### src/rtl/simon_decrypt_pkg.sv
// Shared Simon 32/64 constants, FSM encoding and round/key-schedule functions.
// Purely declarative; imported by the decryption core and its key-step unit.
package simon_pkg;

    localparam int WORD_W       = 16;
    localparam int NROUNDS      = 32;
    localparam int EXPAND_STEPS = 28;

    localparam logic [15:0] KEY_C = 16'hfffc;

    // Written in sequence order: the leftmost bit is z[0].
    localparam logic [61:0] Z0 =
        62'b11111010001001010110000111001101111101000100101011000011100110;

    typedef enum logic [1:0] {
        ST_IDLE    = 2'd0,
        ST_EXPAND  = 2'd1,
        ST_DECRYPT = 2'd2,
        ST_DONE    = 2'd3
    } state_t;

    function automatic logic [15:0] simon_f(input logic [15:0] v);
        return ({v[14:0], v[15]} & {v[7:0], v[15:8]}) ^ {v[13:0], v[15:14]};
    endfunction

    function automatic logic z_bit(input logic [5:0] idx);
        return Z0[6'd61 - idx];
    endfunction

    // T ^ S-1 T with T = S-3 a ^ b; common to both schedule directions.
    function automatic logic [15:0] key_mix(input logic [15:0] a, input logic [15:0] b);
        logic [15:0] t;
        t = {a[2:0], a[15:3]} ^ b;
        return t ^ {t[0], t[15:1]};
    endfunction

    function automatic logic [15:0] key_word(input logic [15:0] base,
                                             input logic [15:0] a,
                                             input logic [15:0] b,
                                             input logic [5:0]  zi);
        return base ^ KEY_C ^ {15'd0, z_bit(zi)} ^ key_mix(a, b);
    endfunction

endpackage

### src/rtl/simon_decrypt_key_step.sv
// One Simon 32/64 key-schedule step, forward or backward, over a 4-word window.
// Combinational; a single mixer is shared by muxing the window operands.
module simon_key_step
    import simon_pkg::*;
(
    input  logic             dir_back,
    input  logic [3:0][15:0] win,
    input  logic [5:0]       z_idx,
    output logic [15:0]      new_word
);

    logic [15:0] base;
    logic [15:0] mix_a;
    logic [15:0] mix_b;

    // Forward: k[i+4] from k[i], k[i+3], k[i+1]; backward: k[i-1] from k[i+3], k[i+2], k[i].
    always_comb begin
        base  = win[0];
        mix_a = win[3];
        mix_b = win[1];
        if (dir_back) begin
            base  = win[3];
            mix_a = win[2];
            mix_b = win[0];
        end
    end

    assign new_word = key_word(base, mix_a, mix_b, z_idx);

endmodule

### src/rtl/simon_decrypt.sv
// Iterative Simon 32/64 decryption: 28 key-expansion cycles then 32 inverse rounds.
// Result 60 cycles after acceptance, held in DONE until out_ready; input blocked while busy.
module simon_decrypt
    import simon_pkg::*;
#(
    parameter int word_width = 16,
    parameter int rounds     = 32
) (
    input  logic                    clk,
    input  logic                    reset,
    input  logic                    in_valid,
    output logic                    in_ready,
    input  logic [2*word_width-1:0] ct,
    input  logic [4*word_width-1:0] key,
    output logic                    out_valid,
    input  logic                    out_ready,
    output logic [2*word_width-1:0] pt
);

    state_t           state;
    logic [4:0]       cnt;
    logic [15:0]      x;
    logic [15:0]      y;
    logic [3:0][15:0] w;
    logic [15:0]      new_word;
    logic [5:0]       z_idx;
    logic             dir_back;

    // Backward steps from cnt 28 on make words that never reach w3 before the last round.
    always_comb begin
        dir_back = (state == ST_DECRYPT);
        z_idx    = {1'b0, cnt};
        if (dir_back) begin
            z_idx = (cnt <= 5'(EXPAND_STEPS - 1)) ? 6'(EXPAND_STEPS - 1) - {1'b0, cnt} : 6'd0;
        end
    end

    simon_key_step u_key_step (
        .dir_back (dir_back),
        .win      (w),
        .z_idx    (z_idx),
        .new_word (new_word)
    );

    always_ff @(posedge clk or negedge reset) begin
        if (!reset) begin
            state <= ST_IDLE;
            cnt   <= 5'd0;
            x     <= 16'd0;
            y     <= 16'd0;
            w     <= '0;
        end else begin
            unique case (state)
                ST_IDLE: begin
                    if (in_valid) begin
                        x     <= ct[31:16];
                        y     <= ct[15:0];
                        w     <= key;
                        cnt   <= 5'd0;
                        state <= ST_EXPAND;
                    end
                end
                ST_EXPAND: begin
                    w <= {new_word, w[3:1]};
                    if (cnt == 5'(EXPAND_STEPS - 1)) begin
                        cnt   <= 5'd0;
                        state <= ST_DECRYPT;
                    end else begin
                        cnt <= cnt + 5'd1;
                    end
                end
                ST_DECRYPT: begin
                    x <= y;
                    y <= x ^ simon_f(y) ^ w[3];
                    w <= {w[2:0], new_word};
                    if (cnt == 5'(rounds - 1)) begin
                        cnt   <= 5'd0;
                        state <= ST_DONE;
                    end else begin
                        cnt <= cnt + 5'd1;
                    end
                end
                ST_DONE: begin
                    if (out_ready) begin
                        state <= ST_IDLE;
                    end
                end
                default: state <= ST_IDLE;
            endcase
        end
    end

    assign in_ready  = (state == ST_IDLE);
    assign out_valid = (state == ST_DONE);
    assign pt        = {x, y};

endmodule

### config.mk
export PLATFORM = sky130hd
export DESIGN_NAME = simon_decrypt
export DESIGN_NICKNAME = d
export VERILOG_FILES = /design/src/rtl/simon_decrypt_pkg.sv /design/src/rtl/simon_decrypt_key_step.sv /design/src/rtl/simon_decrypt.sv
export SDC_FILE = /design/constraint.sdc
export NUM_CORES = 1
export LEC_CHECK = 0
export BUFFER_PORTS_ARGS = -buffer_cell sky130_fd_sc_hd__buf_2
export CELL_PAD_IN_SITES_DETAIL_PLACEMENT = 1
export CELL_PAD_IN_SITES_GLOBAL_PLACEMENT = 2
export CORE_MARGIN = 1.5
export CORE_UTILIZATION = 34
export CTS_CLUSTER_SIZE = 30
export DETAILED_ROUTE_END_ITERATION = 16
export HOLD_SLACK_MARGIN = 0.05
export PLACE_DENSITY = 0.91
export SETUP_SLACK_MARGIN = 0.4
export SLEW_MARGIN = 0
export SYNTH_ARGS = -nofsm -noshare
export SYNTH_HDL_FRONTEND = slang
export SYNTH_SLANG_ARGS = --single-unit
### constraint.sdc
create_clock -name clk -period 8.65 [get_ports clk]
set_input_delay 0.865 -clock clk [delete_from_list [all_inputs] [get_ports clk]]
set_output_delay 0.865 -clock clk [all_outputs]
set_load 0.02 [all_outputs]
==> results.py, run 1 <==
metrics = {
    "cells_and_area": {
        "syn_to_final_growth_pct": 15.4,
        "fin_nets": 1082,
        "drive_gt1_share_pct": 17.7,
        "fill_cells": 2607,
        "seqCellArea_um2": 2580,
        "multi_input_area_um2": 4570,
    },
    "sta": {
        "skew_ns": 0.00739,
        "fmax_mhz": 227,
        "rsz0062_at_grt": "no",
        "slew_violations": 0,
        "tns_ns": 0,
        "tightest_slew_ns": 1.23,
        "final-hold-violation-count": 0,
        "fin_crit_ns": 4.40,
        "setup_viol": 0,
        "slew_headroom_pct": 17.9,
        "fin_crit_sh_pct": 50.8,
    },
    "clocking": {
        "cts-root-buf": "clkbuf_16",
        "clk_path_buf_depth": 2,
        "cts_hold_buf": 0,
        "cts.clk_slew.worst_paths_ns": 0.07,
        "cts_tree": "built",
        "cts_made_buffers": 9,
        "post_cts_resized": 0,
        "htreeDepth": 3,
        "cts_setup_buffers": 0,
        "cts_num_sinks": 103,
        "clk_latency_ns": 0.35,
    },
    "routing": {
        "first_iter_violations": 430,
        "ant_nets": 0,
        "viasPerCell": 5.40,
        "wire_per_inst_um": 18.5,
        "drt_first_pass_iters": 4,
        "drc_errors": 0,
        "vias": 6737,
        "drt_wl_total_mm": 23.0,
    },
    "critical_path": {
        "r2r_start": "state[0]",
        "cp.arrival_ns": 4.63,
        "crit_required_ns": 8.88,
        "path_buf_inv": 2,
        "path_cells": "inv_1 -> ha_4 -> buf_4 -> nor2b_1 -> a221o_1 -> nor3_4 -> mux2_2 -> o311a_2 -> a211oi_2 -> xnor2_1 -> o22ai_1",
        "reg2reg_depth": 11,
        "slowest_delay_ns": 0.86,
        "reg2reg_to": "w[0]",
        "path_delay_family": "buffers and inverters",
        "critical-path-slowest-cell": "buf_4",
        "cp-start-kind": "flop",
        "ff2ff_setup_slack_ns": 4.25,
        "crit_path_max_fanout": 76,
        "end_kind": "flop",
        "path_class": "reg -> reg",
    },
    "outcome": {
        "status": "completed",
    },
    "logic_synthesis": {
        "async_flop_share_pct": 100,
        "synth-edff-count": 0,
        "synth_area_um2": 7420,
        "syn_nets": 1000,
        "yosys-top-cells-count": "126 x nand2_1, 108 x o21ai_0, 103 x dfrtp_1",
        "yosysTopAreaCellShare_pct": 34.7,
        "synth_cell_types": 55,
        "yosysSeqAreaShare_pct": 34.7,
        "synth_area_per_cell_um2": 8.39,
        "ys.flop_type": "dfrtp_1",
        "yosys_warnings": 0,
        "synthCells": 885,
        "ys_seq_elements": 103,
        "synth_top_area_cell": "dfrtp_1",
        "synthTopCellsByArea": "dfrtp_1 35%, xnor2_1 9.9%, o21ai_0 7.3%",
        "synthMostInstantiatedCell": "nand2_1",
    },
    "grt": {
        "grt_usage_pct": 20.8,
        "grt-ovfl-total": 0,
        "grt_pass1_wl_mm": 36.9,
        "grt_antenna_before_repair": 1,
        "grt_pass1_vias": 6786,
        "grt_max_degree": 128,
    },
    "pwr": {
        "ir_worst_vdd_mv": 0.209,
        "powerDensity_nw_per_um2": 528,
        "leakage_uw": 0.00372,
        "p_total_uw": 4520,
    },
    "die": {
        "die_area_um2": 22700,
        "die_height_um": 151,
        "io_pins": 134,
        "coreArea_um2": 21200,
        "initial_utilization_pct": 35.0,
        "rows": 53,
        "die_w_um": 151,
    },
    "place": {
        "dp_hpwl_mm": 16.3,
        "io_buffers": 133,
        "gp_congestion": 0.827,
    },
    "worst_hold_path": {
        "worstHoldPathType": "in -> async",
    },
    "job": {
        "maxCapViolations": 0,
    },
}
[through the flow]
stage	util (%)	instances	instance area (um^2)	hold WS, ns	worst slack [ns]
6_report	40.4	1248	8570	0.505	4.25
5_1_grt	40.4	1248	8570	0.537	4.00
4_1_cts	40.4	1247	8560	0.524	4.27
3_5_place_dp	38.9	1231	8250	0.527	4.30
3_3_place_gp	38.9	1231	8250	0.507	4.41
2_1_floorplan	-	885	7420	0.512	5.06
[worst reg2reg max path: stages, from the launching register on]
cell and delay [ns]:
dfrtp_1 0.42, inv_1 0.21, ha_4 0.57, buf_4 0.90
nor2b_1 0.37, a221o_1 0.46, nor3_4 0.30, mux2_2 0.38
o311a_2 0.14, a211oi_2 0.25, xnor2_1 0.17, o22ai_1 0.10
[how the worst max path moves through the flow]
stage                        start  endpoint  slack, ns  cells past startpoint
after floorplan             cnt[2]      w[0]       5.06                     15
after global placement    state[0]      w[0]       4.41                     11
after global routing      state[0]      w[0]       4.00                     11
after CTS                 state[0]      w[0]       4.27                     11
after detailed placement  state[0]      w[0]       4.30                     11
final                     state[0]      w[0]       4.25                     11
[routing by layer]
metal | vias to the layer above | track usage, % | routed length (um)
met2 | 101 | 35.3 | 11600
met1 | 3328 | 28.0 | 10500
met3 | 25 | 2.58 | 623
met5 | - | 0 | 0
li1 | 3283 | - | -
met4 | 0 | 5.05 | 326
[kinds of logic after synthesis]
group           synth area share, %
buf+inv                        4.30
simple gates                   13.3
flops                          34.7
compound gates                 26.1
xor+xnor                       14.0
mux                            5.02
fa+ha+maj                      2.53
[placed cells by master (no fill, tap or decap), types with 2 or more instances in the layout]
master and n:
a211oi_1 35, dfrtp_1 103, bufinv_16 2, a21o_1 30, inv_1 10, clkinv_2 3
o21ai_0 108, ha_1 12, nor2_1 70, nand2b_1 3, nand3_1 4, ha_4 2
nand4_1 2, a21oi_1 34, a22oi_1 63, o22ai_1 4, clkbuf_16 9, mux2i_1 34
o211ai_1 6, nand2_1 126, a31o_2 2, xor2_1 35, and3_1 4, xnor2_1 84
a311oi_1 3, nor2b_1 7, and2_1 3, mux2_2 2, buf_2 132, nor3_1 3
buf_4 8
[flip-flops by register name, indices dropped and copies added, names as in the netlist]
signal	count
w	64
x	16
y	16
cnt	5
state	2
[power by group]
part           internal [uW]  switching (uW)  total [uW]  leakage [uW]
registers                738             403        1140       0.00127
clock network            254             193         447      0.000157
logic                   1260            1680        2940       0.00229
total                   2250            2270        4520       0.00372
[cell type report]
cell class	count	area share, %
flip-flops and latches	103	30.1
clock inverters	6	0.979
well taps	275	4.02
diodes	1	0.0292
clock buffers	10	2.67
multi-input cells	702	53.3
repair buffers	140	8.41
inverters	11	0.482
Power figures use the tool's default switching activity.
==> run 2: changes to the inputs <==
--- a/config.mk
+++ b/config.mk
@@ -5,15 +5,16 @@
 export SDC_FILE = /design/constraint.sdc
 export NUM_CORES = 1
 export LEC_CHECK = 0
+export ABC_AREA = 1
 export BUFFER_PORTS_ARGS = -buffer_cell sky130_fd_sc_hd__buf_2
 export CELL_PAD_IN_SITES_DETAIL_PLACEMENT = 1
 export CELL_PAD_IN_SITES_GLOBAL_PLACEMENT = 2
 export CORE_MARGIN = 1.5
-export CORE_UTILIZATION = 34
+export CORE_UTILIZATION = 29
 export CTS_CLUSTER_SIZE = 30
 export DETAILED_ROUTE_END_ITERATION = 16
 export HOLD_SLACK_MARGIN = 0.05
-export PLACE_DENSITY = 0.91
+export PLACE_DENSITY = 0.86
 export SETUP_SLACK_MARGIN = 0.4
 export SLEW_MARGIN = 0
 export SYNTH_ARGS = -nofsm -noshare
==> constraint.sdc (replaced) <==
create_clock -name clk -period 3.8 [get_ports clk]
set_input_delay 0.38 -clock clk [delete_from_list [all_inputs] [get_ports clk]]
set_output_delay 0.38 -clock clk [all_outputs]
set_load 0.02 [all_outputs]
==> run 2 against run 1 <==
Hold slack worse by 0.34 ns. Worst setup slack worse by 3.4 ns. Utilization is 6.2 points lower. Global-route usage is 2.3 points lower. Cell area is 0.37% lower. Synthesized cell count is 9.6% higher. Routed wire length is 3.0% higher. Fmax is 50% higher. Synthesized area is 1.2% lower. Clock skew is 0.0012 ns higher. First-iteration DRC count is 20% lower. Sequential share of layout area is 0.11 points higher. Largest cell class unchanged.
==> results.py, run 2 <==
metrics = {
    "routing": {
        "viasPerCell": 4.96,
        "ant_nets": 0,
        "drc_errors": 0,
        "vias": 6928,
        "drt_wl_total_mm": 23.7,
        "drt_first_pass_iters": 4,
        "first_iter_violations": 343,
        "wire_per_inst_um": 17.0,
    },
    "logic_synthesis": {
        "yosysSeqAreaShare_pct": 35.2,
        "yosys-top-cells-count": "226 x nand2_1, 138 x o21ai_0, 103 x dfrtp_1",
        "synthCells": 970,
        "synthMostInstantiatedCell": "nand2_1",
        "synth-edff-count": 0,
        "synth_cell_types": 31,
        "async_flop_share_pct": 100,
        "yosys_warnings": 0,
        "synth_area_per_cell_um2": 7.56,
        "syn_nets": 1085,
        "synthTopCellsByArea": "dfrtp_1 35%, nand2_1 12%, o21ai_0 9.4%",
        "yosysTopAreaCellShare_pct": 35.2,
        "ys_seq_elements": 103,
        "synth_top_area_cell": "dfrtp_1",
        "ys.flop_type": "dfrtp_1",
        "synth_area_um2": 7330,
    },
    "grt": {
        "grt_pass1_vias": 6998,
        "grt_pass1_wl_mm": 38.0,
        "grt-ovfl-total": 0,
        "grt_usage_pct": 18.5,
        "grt_max_degree": 131,
        "grt_antenna_before_repair": 0,
    },
    "cells_and_area": {
        "largestRegisters": "w (64), x (16), y (16)",
        "fin_nets": 1176,
        "top_register": "w",
        "final_common_cell": "nand2_1",
        "syn_to_final_growth_pct": 16.5,
        "final_cell_mix": "226 x nand2_1, 138 x o21ai_0, 132 x buf_2",
        "drive_gt1_share_pct": 18.4,
        "largest_reg_flops": 64,
    },
    "place": {
        "dp_hpwl_mm": 17.1,
        "gp_congestion": 0.807,
        "io_buffers": 133,
    },
    "critical_path": {
        "critical-path-slowest-cell": "buf_12",
        "crit_path_max_fanout": 130,
        "reg2reg_depth": 10,
        "slowest_delay_ns": 0.45,
        "path_class": "reg -> reg",
        "reg2reg_to": "w[8]",
        "cp.arrival_ns": 3.21,
        "ff2ff_setup_slack_ns": 0.87,
        "setup.worst_path.start": "state[0]",
        "end_kind": "flop",
        "path_cells": "inv_1 -> ha_4 -> buf_12 -> o21ai_0 -> xnor2_1 -> xor2_1 -> xnor2_1 -> nand2_1 -> a31o_2 -> o21ai_0",
        "crit_required_ns": 4.07,
        "r2r_start": "state[0]",
        "cp-start-kind": "flop",
    },
    "clocking": {
        "cts_num_sinks": 103,
        "post_cts_resized": 0,
        "clk_latency_ns": 0.36,
        "cts_tree": "built",
        "clk_path_buf_depth": 2,
        "htreeDepth": 3,
        "cts_hold_buf": 0,
        "cts-root-buf": "clkbuf_16",
        "cts_setup_buffers": 0,
        "cts_made_buffers": 9,
        "cts.clk_slew.worst_paths_ns": 0.07,
    },
    "sta": {
        "final-hold-violation-count": 0,
        "rsz0062_at_grt": "no",
        "fin_crit_sh_pct": 77.2,
        "skew_ns": 0.00855,
        "tightest_slew_ns": 0.989,
        "tns_ns": 0,
        "setup_viol": 0,
        "slew_headroom_pct": 34.1,
        "fmax_mhz": 341,
        "fin_crit_ns": 2.93,
        "slew_violations": 0,
    },
    "die": {
        "io_pins": 134,
        "die_height_um": 162,
        "initial_utilization_pct": 29.4,
        "die_w_um": 162,
        "die_area_um2": 26200,
        "coreArea_um2": 25000,
        "rows": 58,
    },
    "job": {
        "maxCapViolations": 0,
    },
    "worst_hold_path": {
        "worstHoldPathType": "in -> async",
    },
    "outcome": {
        "status": "completed",
    },
}
[run 2: stage by stage]
stage / setup slack [ns] / instances / util [%] / area (um^2) / hold WS, ns
6_report: 0.867 / 1397 / 34.2 / 8540 / 0.165
5_1_grt: 0.507 / 1396 / 34.2 / 8530 / 0.230
4_1_cts: 0.838 / 1396 / 34.2 / 8530 / 0.204
3_5_place_dp: 0.858 / 1380 / 32.9 / 8210 / 0.503
3_3_place_gp: 0.919 / 1380 / 32.9 / 8210 / 0.497
2_1_floorplan: 1.24 / 970 / - / 7330 / 0.0844
[run 2: critical path, delay by kind of cell (launching register included)]
| family | cells | cell delay (ns) |
|---|---|---|
| compound gates | 3 | 0.54 |
| xor+xnor | 3 | 0.71 |
| fa+ha+maj | 1 | 0.32 |
| buf+inv | 2 | 0.68 |
| flops | 1 | 0.43 |
| simple gates | 1 | 0.08 |
[run 2: how the worst max path moves through the flow]
stage,end,slack (ns),cells after the start
2_1_floorplan,w[48],1.24,21
3_3_place_gp,w[13],0.92,11
3_5_place_dp,w[13],0.86,11
4_1_cts,w[13],0.84,12
5_1_grt,w[0],0.51,21
6_report,w[8],0.87,10
[run 2: logic make-up after synthesis]
family / Yosys count / share of synthesized area [%]
compound gates: 293 / 24.0
xor+xnor: 99 / 11.8
fa+ha+maj: 15 / 2.56
buf+inv: 153 / 9.32
flops: 103 / 35.2
simple gates: 307 / 17.1
[run 2: area by class of cell]
cell class,count,area (um^2)
Multi-Input combinational cell,714,4110
Clock buffer,13,260
Clock inverter,3,65.1
Antenna cell,1,2.50
Timing Repair Buffer,144,776
Tap cell,330,413
Sequential cell,103,2580
Inverter,89,334
Fill cell,3143,16400
[run 2: layer usage]
layer	global-route usage [%]	share of wire, %
met3	2.71	4.8
met2	29.5	46
met5	0	0
met1	26.6	49
met4	3.71	0.82
Power of run 2 is left out: the tool's default activity adds up to more than one toggle a clock period on the data nets, which glitch-free logic cannot reach.
==> run 3: changes to the inputs <==
==> constraint.sdc (replaced) <==
create_clock -name clk -period 2.5 [get_ports clk]
set_input_delay 0.25 -clock clk [delete_from_list [all_inputs] [get_ports clk]]
set_output_delay 0.25 -clock clk [all_outputs]
set_load 0.02 [all_outputs]
==> run 3 against run 2 <==
Hold slack worse by 0.028 ns. Routed wire length up 30%. First-iteration DRC count up 47%. Register-to-register slack worse by 0.80 ns. Count of clock-buffer cells in the layout down 2. Non-clock buffer count up 109. Utilization up 9.5 points. Sequential cell count unchanged. Clock skew down 0.00063 ns. Critical path type unchanged.
==> results.py, run 3 (same netlist as run 2, synthesis figures left out) <==
metrics = {
    "grt": {
        "grt_antenna_before_repair": 0,
        "grt_pass1_wl_mm": 43.3,
        "grt_max_degree": 115,
        "grt_pass1_vias": 7957,
        "grt-ovfl-total": 0,
        "grt_usage_pct": 21.2,
    },
    "critical_path": {
        "cp-start-kind": "flop",
        "crit_path_max_fanout": 8,
        "cp.arrival_ns": 2.72,
        "reg2reg_depth": 15,
        "end_kind": "flop",
        "reg2reg_to": "w[54]",
        "r2r_start": "state[0]",
        "crit_cells": 15,
        "setup.worst_path.start": "state[0]",
        "path_buf_inv": 5,
        "critical-path-slowest-cell": "dfrtp_1",
        "ff2ff_setup_slack_ns": 0.06,
        "path_class": "reg -> reg",
        "crit_required_ns": 2.79,
        "path_cells": "inv_2 -> ha_4 -> buf_12 -> buf_16 -> buf_12 -> buf_12 -> nand2_8 -> o21ai_4 -> xnor2_2 -> xnor2_1 -> xnor2_1 -> nand2_1 -> nand3_2 -> o211ai_1 -> o21ai_1",
        "path_delay_family": "buffers and inverters",
        "critPathMostFrequentCell": "buf_12",
        "slowest_delay_ns": 0.40,
    },
    "sta": {
        "fin_crit_sh_pct": 97.5,
        "rsz0062_at_grt": "yes",
        "final-hold-violation-count": 0,
        "fin_crit_ns": 2.44,
        "slew_headroom_pct": 63.9,
        "setup_viol": 0,
        "skew_ns": 0.00791,
        "tightest_slew_ns": 0.542,
        "fmax_mhz": 410,
        "slew_violations": 0,
    },
    "routing": {
        "vias": 7864,
        "viasPerCell": 5.23,
        "drt_first_pass_iters": 4,
        "wire_per_inst_um": 20.6,
        "drt_wl_total_mm": 30.9,
        "ant_nets": 0,
        "drc_errors": 0,
        "first_iter_violations": 504,
    },
    "clocking": {
        "cts.clk_slew.worst_paths_ns": 0.08,
        "cts_tree": "built",
        "cts_num_sinks": 103,
        "cts-root-buf": "clkbuf_16",
        "clk_latency_ns": 0.36,
        "cts_made_buffers": 9,
        "htreeDepth": 3,
        "clk_path_buf_depth": 2,
    },
    "outcome": {
        "status": "completed",
    },
    "die": {
        "rows": 58,
        "initial_utilization_pct": 29.4,
        "die_area_um2": 26200,
        "die_height_um": 162,
        "io_pins": 134,
        "coreArea_um2": 25000,
        "die_w_um": 162,
    },
    "cells_and_area": {
        "syn_to_final_growth_pct": 48.8,
        "final_cell_mix": "199 x nand2_1, 132 x buf_2, 102 x dfrtp_1",
        "design_area_um2": 10900,
        "finalNonFillerCells": 1505,
        "largest_reg_flops": 64,
        "num_antenna_cells": 0,
        "top_register": "w",
        "largestRegisters": "w (64), x (16), y (16)",
        "final_common_cell": "nand2_1",
        "drive_gt1_share_pct": 36.6,
        "fin_nets": 1287,
    },
    "worst_hold_path": {
        "min_to": "w[9]",
        "holdCritStartpoint": "key[9]",
        "worstHoldPathType": "in -> reg",
        "holdPathStages": 3,
    },
    "place": {
        "io_buffers": 133,
        "place_area_um2": 8450,
        "placedCellCount": 1397,
        "dp_hpwl_mm": 17.6,
        "gp_congestion": 0.800,
    },
    "job": {
        "maxCapViolations": 0,
    },
}
-- run 3: stage by stage --
stage | hold WS [ns] | setup TNS (ns) | utilization, % | setup slack [ns]
after CTS | 0.128 | 0 | 40.0 | 0.123
after global placement | 0.258 | 0 | 33.9 | 0.0890
after floorplan | -0.0456 | 0 | - | 0.107
after detailed placement | 0.258 | 0 | 33.9 | 0.0231
final | 0.136 | 0 | 43.7 | 0.0630
after global routing | 0.133 | -0.266 | 43.7 | -0.0834
-- run 3: layer usage --
metal	wire length [um]	global-route usage, %	vias up
met2	15300	35.4	215
met1	13500	28.1	3943
met4	824	6.88	0
met3	1370	3.27	59
met5	0	0	-
li1	-	-	3647
-- run 3: worst max-delay path by stage --
stage            end  slack (ns)
2_1_floorplan  w[48]        0.11
3_3_place_gp   w[48]        0.09
3_5_place_dp    w[0]        0.02
4_1_cts        w[48]        0.12
5_1_grt        w[54]       -0.08
6_report       w[54]        0.06
-- run 3: worst register-to-register path, stage by stage, from the launching register on --
cell and delay (ns):
dfrtp_1 0.40, inv_2 0.08, ha_4 0.27, buf_12 0.15, buf_16 0.12, buf_12 0.11
buf_12 0.14, nand2_8 0.07, o21ai_4 0.07, xnor2_2 0.16, xnor2_1 0.19, xnor2_1 0.18
nand2_1 0.10, nand3_2 0.07, o211ai_1 0.10, o21ai_1 0.12
-- run 3: timing repair --
action                                  4_1_cts  5_1_grt
endpoints found under the hold margin        34        0
endpoints found under the setup margin       45       83
gates resized for setup                     157      140
pin swaps                                    46       67
cloned                                       10       10
setup buffers                                46       27
hold buffers                                  1        0
-- run 3: area by class of cell --
| type | count | area (um^2) |
|---|---|---|
| fillers | 2990 | 14100 |
| multi-input cells | 714 | 5080 |
| flip-flops and latches | 103 | 2580 |
| repair buffers | 253 | 2170 |
| well taps | 330 | 413 |
| inverters | 89 | 360 |
| clock buffers | 11 | 243 |
| clock inverters | 3 | 45.0 |
| repair inverters | 2 | 12.5 |
Power of run 3 is left out for the same reason.
